`src/rtl/msk_frame_sync.sv`:
```
// Bit-serial MSK frame synchronizer: error-tolerant sync search, multi-frame verify, lock/loss tracking, sync stripping.
// Define MSK_FSYNC_INV_EN to also accept the bit-inverted sync word and de-invert the payload.
module msk_frame_sync #(
  parameter int                SYNC_W     = 32,
  parameter logic [SYNC_W-1:0] SYNC_WORD  = SYNC_W'(32'h1ACF_FC1D),
  parameter int                FRAME_LEN  = 256,
  parameter int                MAX_ERR    = 2,
  parameter int                VERIFY_CNT = 3,
  parameter int                LOSS_CNT   = 4
) (
  input  logic                         clk,
  input  logic                         rst,
  input  logic                         data_i,
  input  logic                         data_val_i,
  output logic                         payload_o,
  output logic                         payload_val_o,
  output logic                         sof_o,
  output logic                         locked_o,
  output logic                         inverted_o,
  output logic [$clog2(SYNC_W+1)-1:0]  sync_err_o,
  output logic [15:0]                  frame_cnt_o
);

  localparam int ERR_W  = $clog2(SYNC_W + 1);
  localparam int POS_W  = $clog2(FRAME_LEN);
  localparam int FILL_W = $clog2(SYNC_W + 1);
  localparam int HIT_W  = $clog2(VERIFY_CNT + 1);
  localparam int MISS_W = $clog2(LOSS_CNT + 1);

  localparam logic [POS_W-1:0]  POS_LAST  = POS_W'(FRAME_LEN - 1);
  localparam logic [POS_W-1:0]  PAY_END   = POS_W'(FRAME_LEN - SYNC_W);
  localparam logic [FILL_W-1:0] FILL_FULL = FILL_W'(SYNC_W);
  localparam logic [HIT_W-1:0]  HIT_LOCK  = HIT_W'(VERIFY_CNT);
  localparam logic [MISS_W-1:0] MISS_DROP = MISS_W'(LOSS_CNT);
  localparam logic [ERR_W-1:0]  ERR_MAX   = ERR_W'(MAX_ERR);

  typedef enum logic [1:0] {
    S_SEARCH = 2'd0,
    S_VERIFY = 2'd1,
    S_LOCK   = 2'd2
  } state_t;

  function automatic logic [ERR_W-1:0] popcount(input logic [SYNC_W-1:0] v);
    logic [ERR_W-1:0] cnt;
    cnt = '0;
    for (int i = 0; i < SYNC_W; i++) begin
      cnt = cnt + ERR_W'(v[i]);
    end
    return cnt;
  endfunction

  state_t             state_q, state_d;
  // The oldest bit falls off on every shift, so only SYNC_W-1 bits need storing.
  logic [SYNC_W-2:0]  sr_q, sr_d;
  logic [FILL_W-1:0]  fill_q, fill_d;
  logic [POS_W-1:0]   pos_q, pos_d;
  logic [HIT_W-1:0]   hits_q, hits_d;
  logic [MISS_W-1:0]  miss_q, miss_d;
  logic               inv_q, inv_d;
  logic [ERR_W-1:0]   err_q, err_d;
  logic [15:0]        fcnt_q, fcnt_d;
  logic               pay_q, pay_d;
  logic               pay_val_q, pay_val_d;
  logic               sof_q, sof_d;

  logic [SYNC_W-1:0]  sr_next;
  logic [FILL_W-1:0]  fill_next;
  logic [POS_W-1:0]   pos_next;
  logic [HIT_W-1:0]   hits_inc;
  logic [MISS_W-1:0]  miss_inc;
  logic [ERR_W-1:0]   d_true;
  logic [ERR_W-1:0]   chk_dist;
  logic               match_true;
  logic               match_inv;
  logic               at_check;
  logic               chk_ok;

  assign sr_next    = {sr_q, data_i};
  assign fill_next  = (fill_q == FILL_FULL) ? fill_q : fill_q + FILL_W'(1);
  assign at_check   = (pos_q == POS_LAST);
  assign pos_next   = at_check ? '0 : pos_q + POS_W'(1);
  assign hits_inc   = hits_q + HIT_W'(1);
  assign miss_inc   = miss_q + MISS_W'(1);
  assign d_true     = popcount(sr_next ^ SYNC_WORD);
  assign match_true = (d_true <= ERR_MAX);

`ifdef MSK_FSYNC_INV_EN
  logic [ERR_W-1:0] d_inv;
  assign d_inv     = popcount(sr_next ^ ~SYNC_WORD);
  assign match_inv = (d_inv <= ERR_MAX);
  // Once a polarity is latched, later checks only look for that polarity.
  assign chk_dist  = inv_q ? d_inv : d_true;
`else
  assign match_inv = 1'b0;
  assign chk_dist  = d_true;
`endif

  assign chk_ok = (chk_dist <= ERR_MAX);

  always_comb begin
    state_d   = state_q;
    sr_d      = sr_q;
    fill_d    = fill_q;
    pos_d     = pos_q;
    hits_d    = hits_q;
    miss_d    = miss_q;
    inv_d     = inv_q;
    err_d     = err_q;
    fcnt_d    = fcnt_q;
    pay_d     = pay_q;
    pay_val_d = 1'b0;
    sof_d     = 1'b0;

    if (data_val_i) begin
      sr_d   = sr_next[SYNC_W-2:0];
      fill_d = fill_next;
      unique case (state_q)
        S_SEARCH: begin
          if (fill_next == FILL_FULL && (match_true || match_inv)) begin
            inv_d   = !match_true;
            err_d   = match_true ? d_true : chk_dist;
`ifdef MSK_FSYNC_INV_EN
            if (!match_true) err_d = d_inv;
`endif
            pos_d   = '0;
            hits_d  = HIT_W'(1);
            state_d = (VERIFY_CNT == 1) ? S_LOCK : S_VERIFY;
          end
        end

        S_VERIFY: begin
          pos_d = pos_next;
          if (at_check) begin
            err_d = chk_dist;
            if (chk_ok) begin
              hits_d = hits_inc;
              if (hits_inc == HIT_LOCK) state_d = S_LOCK;
            end else begin
              hits_d  = '0;
              miss_d  = '0;
              state_d = S_SEARCH;
            end
          end
        end

        S_LOCK: begin
          pos_d = pos_next;
          if (pos_q < PAY_END) begin
            pay_d     = data_i ^ inv_q;
            pay_val_d = 1'b1;
            sof_d     = (pos_q == '0);
          end
          if (at_check) begin
            err_d = chk_dist;
            if (chk_ok) begin
              miss_d = '0;
              fcnt_d = fcnt_q + 16'd1;
            end else if (miss_inc == MISS_DROP) begin
              hits_d  = '0;
              miss_d  = '0;
              state_d = S_SEARCH;
            end else begin
              miss_d = miss_inc;
            end
          end
        end

        default: begin
          hits_d  = '0;
          miss_d  = '0;
          state_d = S_SEARCH;
        end
      endcase
    end
  end

  always_ff @(posedge clk) begin
    if (rst) begin
      state_q   <= S_SEARCH;
      sr_q      <= '0;
      fill_q    <= '0;
      pos_q     <= '0;
      hits_q    <= '0;
      miss_q    <= '0;
      inv_q     <= 1'b0;
      err_q     <= '0;
      fcnt_q    <= '0;
      pay_q     <= 1'b0;
      pay_val_q <= 1'b0;
      sof_q     <= 1'b0;
    end else begin
      state_q   <= state_d;
      sr_q      <= sr_d;
      fill_q    <= fill_d;
      pos_q     <= pos_d;
      hits_q    <= hits_d;
      miss_q    <= miss_d;
      inv_q     <= inv_d;
      err_q     <= err_d;
      fcnt_q    <= fcnt_d;
      pay_q     <= pay_d;
      pay_val_q <= pay_val_d;
      sof_q     <= sof_d;
    end
  end

  assign payload_o     = pay_q;
  assign payload_val_o = pay_val_q;
  assign sof_o         = sof_q;
  assign locked_o      = (state_q == S_LOCK);
  assign inverted_o    = inv_q;
  assign sync_err_o    = err_q;
  assign frame_cnt_o   = fcnt_q;

endmodule

```
`config.mk`:
```
export PLATFORM = sky130hd
export DESIGN_NAME = msk_frame_sync
export DESIGN_NICKNAME = d
export VERILOG_FILES = /design/src/rtl/msk_frame_sync.sv
export SDC_FILE = /design/constraint.sdc
export NUM_CORES = 1
export LEC_CHECK = 0
export BUFFER_PORTS_ARGS = -buffer_cell sky130_fd_sc_hd__buf_4
export CORE_UTILIZATION = 55
export CTS_BUF_LIST = sky130_fd_sc_hd__clkbuf_4 sky130_fd_sc_hd__clkbuf_8 sky130_fd_sc_hd__clkbuf_16
export CTS_CLUSTER_SIZE = 40
export DETAILED_ROUTE_END_ITERATION = 12
export PLACE_DENSITY = 0.74
export SYNTH_ARGS = -nofsm -noshare
export SYNTH_HDL_FRONTEND = slang
export SYNTH_SLANG_ARGS = --single-unit
```
`constraint.sdc`:
```
create_clock -name clk -period 7.8 [get_ports clk]
set_input_delay 0 -clock clk [delete_from_list [all_inputs] [get_ports clk]]
set_output_delay 0 -clock clk [all_outputs]
set_load 0.03 [all_outputs]
```
### Yosys cells after proc, flatten, opt, wreduce, memory -nomap -nowiden

Cells that the tools add are included.

* reduce and logical (&&, ||, !) cells: 16
* $lt $le $gt $ge: 2
* muxes and demuxes: 25
* add/subtract/negate cells: 36
* equal/unequal tests: 15
* bitwise logic cells: 6

Operators with widths (number)
* 6-bit by 1-bit adder with 6-bit output: 26
* 19-bit NOT: 1
* 2-bit two-way mux: 9
* 6-bit two-way mux: 3
* 16-bit by 1-bit adder with 16-bit output (second input constant): 1
* 8-bit two-way mux: 2
* 8-bit one-hot mux with 2 select lines: 1
* 3-bit two-way mux: 5
* 6-bit == test (second input constant): 2
* 2-bit one-hot mux with 3 select lines: 2
* 6-bit one-hot mux with 2 select lines: 1
* 3-bit one-hot mux with 3 select lines: 1
* 3-bit AND reduction: 3
* 8-bit by 1-bit adder with 8-bit output (second input constant): 1
* 8-bit == test (second input constant): 1
* 8-bit zero test: 1
* 8-bit less-than comparator (second input constant): 1
* 2-bit inequality test (second input constant): 4
* 4-bit AND reduction: 2
* 7-bit AND reduction: 1
* 5-bit by 1-bit adder with 6-bit output: 1
* 6-bit by 1-bit adder with 6-bit output (second input constant): 1
* 6-bit by 2-bit <= comparator with 1-bit output (second input constant): 1
* 2-bit by 1-bit inequality test with 1-bit output (second input constant): 3
* other kinds (22): 26

* bits in registers: 78
* output and inout port bits: 27
* word-level logic and storage cells: 112
* bits of input ports: 4

### Logic depth before layout (Yosys ltp)

Gate-level depths: netlist of run 1.

* depth in word-level cells: 36
* mapped depth: 22

### Worst setup path before layout of run 1

No wires, ideal clock.

* path kind: register to register
* from: register sr_q[0]
* to: register pos_q[7]
* data arrival time: 5684 ps
* slack: 2000 ps
* data required time: 7684 ps
* buffers on the path: 0
* cell stages (with the launch flop): 21
* cells stage by stage: dfxtp_1 -> inv_1 -> fa_1 -> inv_1 -> fa_1 -> fa_1 -> inv_1 -> fa_1 -> fa_1 -> fa_1 -> inv_1 -> ha_1 -> inv_1 -> fa_1 -> nand2b_1 -> a21oi_1 -> xnor2_1 -> a41oi_4 -> or4_4 -> xor2_1 -> nor3_2

* longest elaborated chain between the ends: 35

Ends and longest elaborated chain
* from (decl): RTL line 54 `logic [SYNC_W-2:0] sr_q, sr_d;`
* from (signal assigned): RTL line 193 `sr_q <= sr_d;`
* 1-bit by 1-bit adder with 2-bit output: RTL line 47 `cnt = cnt + ERR_W'(v[i]);`
* 2-bit by 1-bit adder with 3-bit output: RTL line 47
* 3-bit by 1-bit adder with 4-bit output: RTL line 47
* 4-bit by 1-bit adder with 5-bit output: RTL line 47
* 5-bit by 1-bit adder with 6-bit output: RTL line 47
* 6-bit by 1-bit adder with 6-bit output (26 in series): RTL line 47
* 6-bit by 2-bit <= comparator with 1-bit output: RTL line 85 `assign match_true = (d_true <= ERR_MAX);`
* 1-bit logical AND: RTL line 119 `if (fill_next == FILL_FULL && (match_true || match_inv)) begin`
* 2-bit inequality test (no source line)
* 3-bit AND reduction (no source line)
* to (signal assigned): RTL line 195 `pos_q <= pos_d;`
* to (decl): RTL line 56 `logic [POS_W-1:0] pos_q, pos_d;`

No other way between the ends.
A chain may end at the register's enable or synchronous reset.

### Worst setup path after layout of run 1

* from: register sr_q[0]
* to: register err_q[2], in the netlist sync_err_o[2]

* longest elaborated chain between the ends: 35

Ends and longest elaborated chain
* 1-bit by 1-bit adder with 2-bit output (*): RTL line 47
* 2-bit by 1-bit adder with 3-bit output (*): RTL line 47
* 3-bit by 1-bit adder with 4-bit output (*): RTL line 47
* 4-bit by 1-bit adder with 5-bit output (*): RTL line 47
* 5-bit by 1-bit adder with 6-bit output (*): RTL line 47
* 6-bit by 1-bit adder with 6-bit output (*) (26 in series): RTL line 47
* 6-bit by 2-bit <= comparator with 1-bit output: RTL line 85
* 1-bit logical AND: RTL line 119
* 2-bit inequality test (no source line)
* 4-bit AND reduction (no source line)
* to (signal assigned): RTL line 199 `err_q <= err_d;`
* to (decl): RTL line 60 `logic [ERR_W-1:0] err_q, err_d;`

Mark *: on every way between the ends. The rest lies on a longest branch, timed or not. The select of a mux whose other input is x is not followed.

==> results.md, run 1 <==
* Run status: finished, final reports clean
* Wire per inst at 14.0 um
* Hold Startpoint: rst
* RR Startpoint: sr_q[0]
* Syn_area_per_cell at 9.10 um2
* Gate Count Post-Synth at 504
* Placed cell count at 617
* DR vias/cell at 5.49
* Total track usage at 22.6%
* Initial antenna violation count at 0
* Cell Count, Final, Fillers Out at 634
* Die Footprint at 8710 um2
* Post-Synth Adder-Cell Area at 15.4%
* Drt total wl at 8880 um
* Power Density at 171 nW/um2
* Synthesized Nets at 550
* Largest family of logic cells by synthesized area: simple AND/OR/NAND/NOR gates
* Synth Area in Compound Gates at 9.33%
* Max Cap Viol at 0
* Type of origin of the critical path: flip-flop
* IO buf count at 30
* Synthesis Warnings at 0
* Final Max Tran Viols at 0
* Reg-to-reg endpoint: sync_err_o[2]
* CTS Buffer Depth at 2
* CTS root buf: clkbuf_8
* Area leader, netlist: dfxtp_1
* Total Negative Setup Slacks at 0 ps
* Post-synth EDFFs at 0
* Multiplexer area fraction after synthesis at 9.46%
* Hold Path Class: primary input to flip-flop
* Flops & latches, synth at 78
* Fin crit share at 80.8%
* Final GP Congestion at 0.792
* Final hold vios at 0
* Final Critical Period at 6300 ps
* R2R depth at 20
* Most used DFF post-synth: dfxtp_1
* Diode count at 0
* Die width at 93.3 um
* CORE AREA at 7890 um2
* Worst IR Drop VDD at 0.000113 V
* 1st-iter DRT viols at 176
* CTS clock-pin slew for the worst setup and hold paths at 80 ps
* Cells on Worst Hold Path at 2
* DRT antenna net count at 0
* Nets at 573
* Setup crit end kind: flip-flop
* Largest net degree at the start of global routing at 79
* Data required, critical path at 8010 ps
* Mapped cell area at 4590 um2
* Worst endpoint data arrival time at 6510 ps
* Worst hold endpoint: sr_q[5]
* Worst-Margin Slew at 807 ps
* Kind of critical path: flip-flop to flip-flop
* Vias in the first global route at 3,443
* Initial cell density of the core at 58.2%
* Vias at 3,482
* Hold_ws at 204 ps
* CTS H-tree depth at 3
* Synth Area in Simple Gates at 19.6%
* Reg2reg setup slack at 1500 ps
* Clock sinks at 78
* Die height at 93.3 um
* Post-CTS Setup Inserts at 0
* CTS tree: done
* Sequential share of the synthesized area at 34.0%
* # DRC at 0
* Final HPWL DP at 6320 um
* # IOs at 31
* Share of layout cells above drive strength 1 at 12.8%
* # rows at 32
* Synth Area in XOR/XNOR at 4.96%
* Leakage at 2.05 nW
* Number of setup violations in the final report at 0
* Synth top area cells: dfxtp_1 (34%), fa_1 (10%), mux2i_1 (8.7%)
* RSZ-0062 raised after global routing: no
* Fmax at 159 MHz
* Critical Path Fanout Max at 14
* TritonRoute pass-1 iters at 4
* Async SR Flop Fraction at 0%
* Slew Limit Headroom at 45.8%
* GRT overflow at 0
* First-pass GRT wire length at 15,600 um
* Worst Skew at 11.1 ps
* Skew-Pair Late Insertion Delay at 350 ps
* TritonCTS Buffers at 9
* Post-synthesis cell type count at 57
* Synth top area share at 34.0%
* Area growth syn-to-layout at 10.5%
==> per-stage QoR <==
stage	util, %	total power, W	setup WS [ps]	cell area (um2)
2_1_floorplan	-	0.000511	2000	4590
3_3_place_gp	61.3	0.000530	1740	4840
3_5_place_dp	61.3	0.000534	1520	4840
4_1_cts	64.3	0.000876	1480	5070
5_1_grt	64.3	0.000904	1120	5070
6_report	64.3	0.000865	1500	5070
==> area by class of cell <==
type	instances	area [um2]
Clock buffer	12	153
Clock inverter	4	70.1
Fill cell	657	2820
Inverter	61	229
Multi-Input combinational cell	346	2700
Sequential cell	78	1560
Tap cell	102	128
Timing Repair Buffer	31	235
==> worst max-delay path by stage <==
stage | endpoint | startpoint | slack, ps | cells after the start
floorplan | pos_q[7] | sr_q[0] | 2000 | 20
global placement | pos_q[7] | sr_q[0] | 1740 | 20
detailed placement | pos_q[7] | sr_q[0] | 1520 | 20
CTS | sync_err_o[2] | sr_q[0] | 1480 | 20
global route | sync_err_o[2] | sr_q[0] | 1120 | 20
finish | sync_err_o[2] | sr_q[0] | 1500 | 20
==> synthesized netlist by cell type (all sizes together), types with 3 or more instances <==
library cell / n
a211oi: 7
a21oi: 19
a31oi: 4
a41oi: 3
and3: 9
and4: 4
buf: 5
clkbuf: 14
dfxtp: 78
fa: 24
ha: 18
inv: 61
mux2: 3
mux2i: 40
nand2: 31
nand2b: 5
nand3: 13
nand4: 4
nor2: 75
nor2b: 4
nor3: 12
nor4b: 4
o21ai: 9
or3: 5
xnor2: 13
xor2: 13
==> placed cells by master, fill, tap and decap left out, types with 3 or more instances in the layout <==
cell type and count:
nand4_1 4, nor2b_1 4, nand3_1 13, buf_4 30
and3_1 7, xor2_1 13, a31oi_1 4, nor2_1 75
a21oi_1 16, a211oi_1 6, o21ai_0 9, or3_1 4
mux2_2 3, and4_1 4, nand2b_1 5, xnor2_1 13
fa_1 24, dfxtp_1 78, mux2i_1 40, nor3_1 11
inv_1 61, clkbuf_8 10, nand2_1 31, ha_1 18
==> state kept, by name, indices dropped and copies added (netlist names), 2 cells and up <==
signal,cells
hits_q,2
miss_q,3
state_q,2
frame_cnt_o,16
fill_q,6
sr_q,31
pos_q,8
sync_err_o,6
==> layer usage <==
layer,vias to the layer above,GRT usage (%),part of all wire [%]
met2,58,37.6,49
met3,12,5.85,3.6
met5,-,0,0
li1,1720,-,-
met4,0,6.79,1.6
met1,1692,28.9,46
==> cells by family (layout without fill, tap and decap cells) <==
kind of cell	after synthesis	in the layout
AND/OR/NAND/NOR	177	177
buffers and inverters	80	108
flip-flops	78	78
AO/OA/AOI/OAI	58	58
multiplexers	43	43
adder cells (fa/ha/maj)	42	42
XOR/XNOR	26	26
==> timing repair <==
action	CTS	global route
resized for setup	0	0
endpoints found under the hold margin	2	0
hold buffers	1	0
==> critical path: stages, from the launching register on <==
cell and delay, ps:
dfxtp_1 370, inv_1 80, fa_1 530, inv_1 50
fa_1 470, fa_1 520, inv_1 50, fa_1 470
fa_1 540, fa_1 430, inv_1 80, ha_1 180
inv_1 60, fa_1 400, nand2b_1 170, a21oi_1 260
xnor2_1 420, a41oi_4 280, a21oi_4 490, mux2i_1 260
nor2_1 50
==> power by group <==
| part | internal, W | switching (W) | total (W) |
|---|---|---|---|
| clock | 0.000195 | 0.000144 | 0.000340 |
| sequential | 0.000401 | 0.00000424 | 0.000405 |
| combinational | 0.0000435 | 0.0000767 | 0.000120 |
Note: power is estimated with default switching activity, not from simulation.
==> run 2: changes to the inputs <==
PLACE_DENSITY = 0.76   (was 0.74)
clock period = 5.2 ns   (was 7.8 ns; I/O delays follow)
==> results.md, run 2 (same netlist as run 1, synthesis figures left out) <==
* Critical Path Fanout Max at 6 (-8)
* Vias at 3,739 (+7.4%)
* GR met1 Demand/Resource at 31.2% (+2.3 points)
* Gr busiest metal: met2
* Final HPWL DP at 6920 um (+9.6%)
* IO buf count at 30 (unchanged)
* Initial cell density of the core at 58.2% (unchanged)
* Die Footprint at 8710 um2 (unchanged)
* Die width at 93.3 um (unchanged)
* Largest net degree at the start of global routing at 79 (unchanged)
* Reg-to-reg endpoint: pos_q[2]
* Skew-Pair Late Insertion Delay at 360 ps (about the same)
* Initial antenna violation count at 0 (unchanged)
* FF+latch area at 1570 um2 (+0.40%)
* RSZ-0062 raised after global routing: yes
* CTS tree: done
* CORE AREA at 7890 um2 (unchanged)
* Max Cap Viol at 0 (unchanged)
* Drt total wl at 10,500 um (+19%)
* Fin crit share at 109% (+28 points)
* Slew Limit Headroom at 45.9% (+0.10 points)
* Failing checks: negative setup slack
* Final WS setup at -462 ps (-1960 ps)
* # DRC at 0 (unchanged)
* CTS root buf: clkbuf_8
* Met3 GRT Util at 3.98% (-1.9 points)
* Share of layout cells above drive strength 1 at 29.2% (+16 points)
* TritonCTS Buffers at 9 (unchanged)
* Power Total at 0.00146 W (+69%)
* Diode count at 0 (unchanged)
* Nets at 619 (+8.0%)
* Final Critical Period at 5660 ps (-640 ps)
* Area growth syn-to-layout at 26.8%
* Total track usage at 25.3% (+2.7 points)
* Worst Skew at 11.9 ps (+0.768 ps)
* Placed cell count at 655 (+6.2%)
* CTS Buffer Depth at 2 (unchanged)
* First-pass GRT wire length at 17,200 um (+10%)
* Run status: finished with violations
* Most frequent cells in the layout: nor2_1 (73), dfxtp_1 (73), buf_4 (67)
* Met2 Use GR at 43.4% (+5.8 points)
* R2R depth at 21 (+5.0%)
* Worst endpoint data arrival time at 5870 ps (-640 ps)
* DRT antenna net count at 0 (unchanged)
* Worst IR Drop VDD at 0.000141 V (+25%)
* Setup crit end kind: flip-flop
* CTS clock-pin slew for the worst setup and hold paths at 80 ps (about the same)
* Vias in the first global route at 3,746 (+8.8%)
* Number of setup violations in the final report at 38 (+38)
* Die height at 93.3 um (unchanged)
* Worst-Margin Slew at 812 ps (+4.30 ps)
* Top reg by flops: sr_q
* Max reg flops at 31 (unchanged)
* Clock sinks at 78 (unchanged)
* Final hold vios at 0 (unchanged)
* Area of the multi-input gates at 3030 um2 (+13%)
* Power Density at 252 nW/um2 (+48%)
* Wire per inst at 15.5 um (+11%)
* Final Max Tran Viols at 0 (unchanged)
* Kind of critical path: flip-flop to flip-flop
* Hold Path Class: primary input to flip-flop
* DR vias/cell at 5.50 (+0.12%)
* TritonRoute pass-1 iters at 4 (unchanged)
* CTS H-tree depth at 3 (unchanged)
* Leakage at 2.42 nW (+18%)
* Final GP Congestion at 0.847 (+6.9%)
* GRT overflow at 0 (unchanged)
* Fmax at 177 MHz (+11%)
* Cells on Worst Hold Path at 4 (+2)
* Worst hold endpoint: payload_o
* Cell Count, Final, Fillers Out at 680 (+7.3%)
* 1st-iter DRT viols at 200 (+14%)
* # rows at 32 (unchanged)
* Data required, critical path at 5410 ps (-2600 ps)
* RR Startpoint: sr_q[13]
* Type of origin of the critical path: flip-flop
* Reg2reg setup slack at -460 ps (-1960 ps)
* Fill count at 533 (-19%)
* Hold Startpoint: data_i
* # IOs at 31 (unchanged)
[run 2: what timing repair did]
item / CTS / global route
hold buffers: 0 / 0
gates resized for setup: 35 / 20
pin swaps: 15 / 23
setup buffers: 9 / 3
endpoints found under the setup margin: 38 / 38
[run 2: power breakdown]
group	internal [W]	switching (W)
Sequential	0.000601	0.00000603
Combinational	0.000158	0.000174
Clock	0.000296	0.000229
[run 2: layout make-up]
class	count	share of cell area (%)
clock buffers	11	2.60
repair buffers	77	10.7
inverters	61	3.94
clock inverters	5	1.40
well taps	102	2.19
multi-input cells	346	52.2
flip-flops and latches	78	27.0
[run 2: how the worst max path moves through the flow]
stage,start,endpoint,slack [ps],cells past startpoint
2_1_floorplan,sr_q[0],pos_q[7],-460,19
3_3_place_gp,sr_q[0],pos_q[3],-450,19
3_5_place_dp,sr_q[8],pos_q[3],-580,19
4_1_cts,sr_q[0],pos_q[3],-490,20
5_1_grt,sr_q[8],pos_q[1],-660,20
6_report,sr_q[13],pos_q[2],-460,21
[run 2: critical path, cell delays in order (launching register included)]
cell and delay [ps]:
dfxtp_1 330, inv_1 60, fa_1 520, fa_1 530, inv_1 50, fa_1 370, inv_1 80, fa_1 440
fa_1 500, inv_1 70, fa_1 480, buf_4 170, fa_2 410, nand2b_4 170, a21oi_4 230, buf_6 150
xor2_4 190, nor4b_4 70, buf_4 160, a22o_1 210, a221oi_2 260, nor3_1 70
[run 2: stage by stage]
stage                     setup TNS [ps]  area, um2  worst slack [ps]  hold slack, ps  utilization [%]
after floorplan                    -8330       4720              -459             147                -
after global placement            -11340       5250              -449             434             66.6
after detailed placement          -15300       5250              -578             434             66.6
after CTS                         -14000       5720              -491            66.1             72.5
after global routing              -19870       5820              -660             114             73.7
final                             -12540       5820              -462            79.9             73.7
[run 2: per-layer routing]
layer	share of wire [%]	vias up
met5	0	-
met4	2.3	0
met3	2.8	22
met2	51	72
met1	44	1822
li1	-	1823
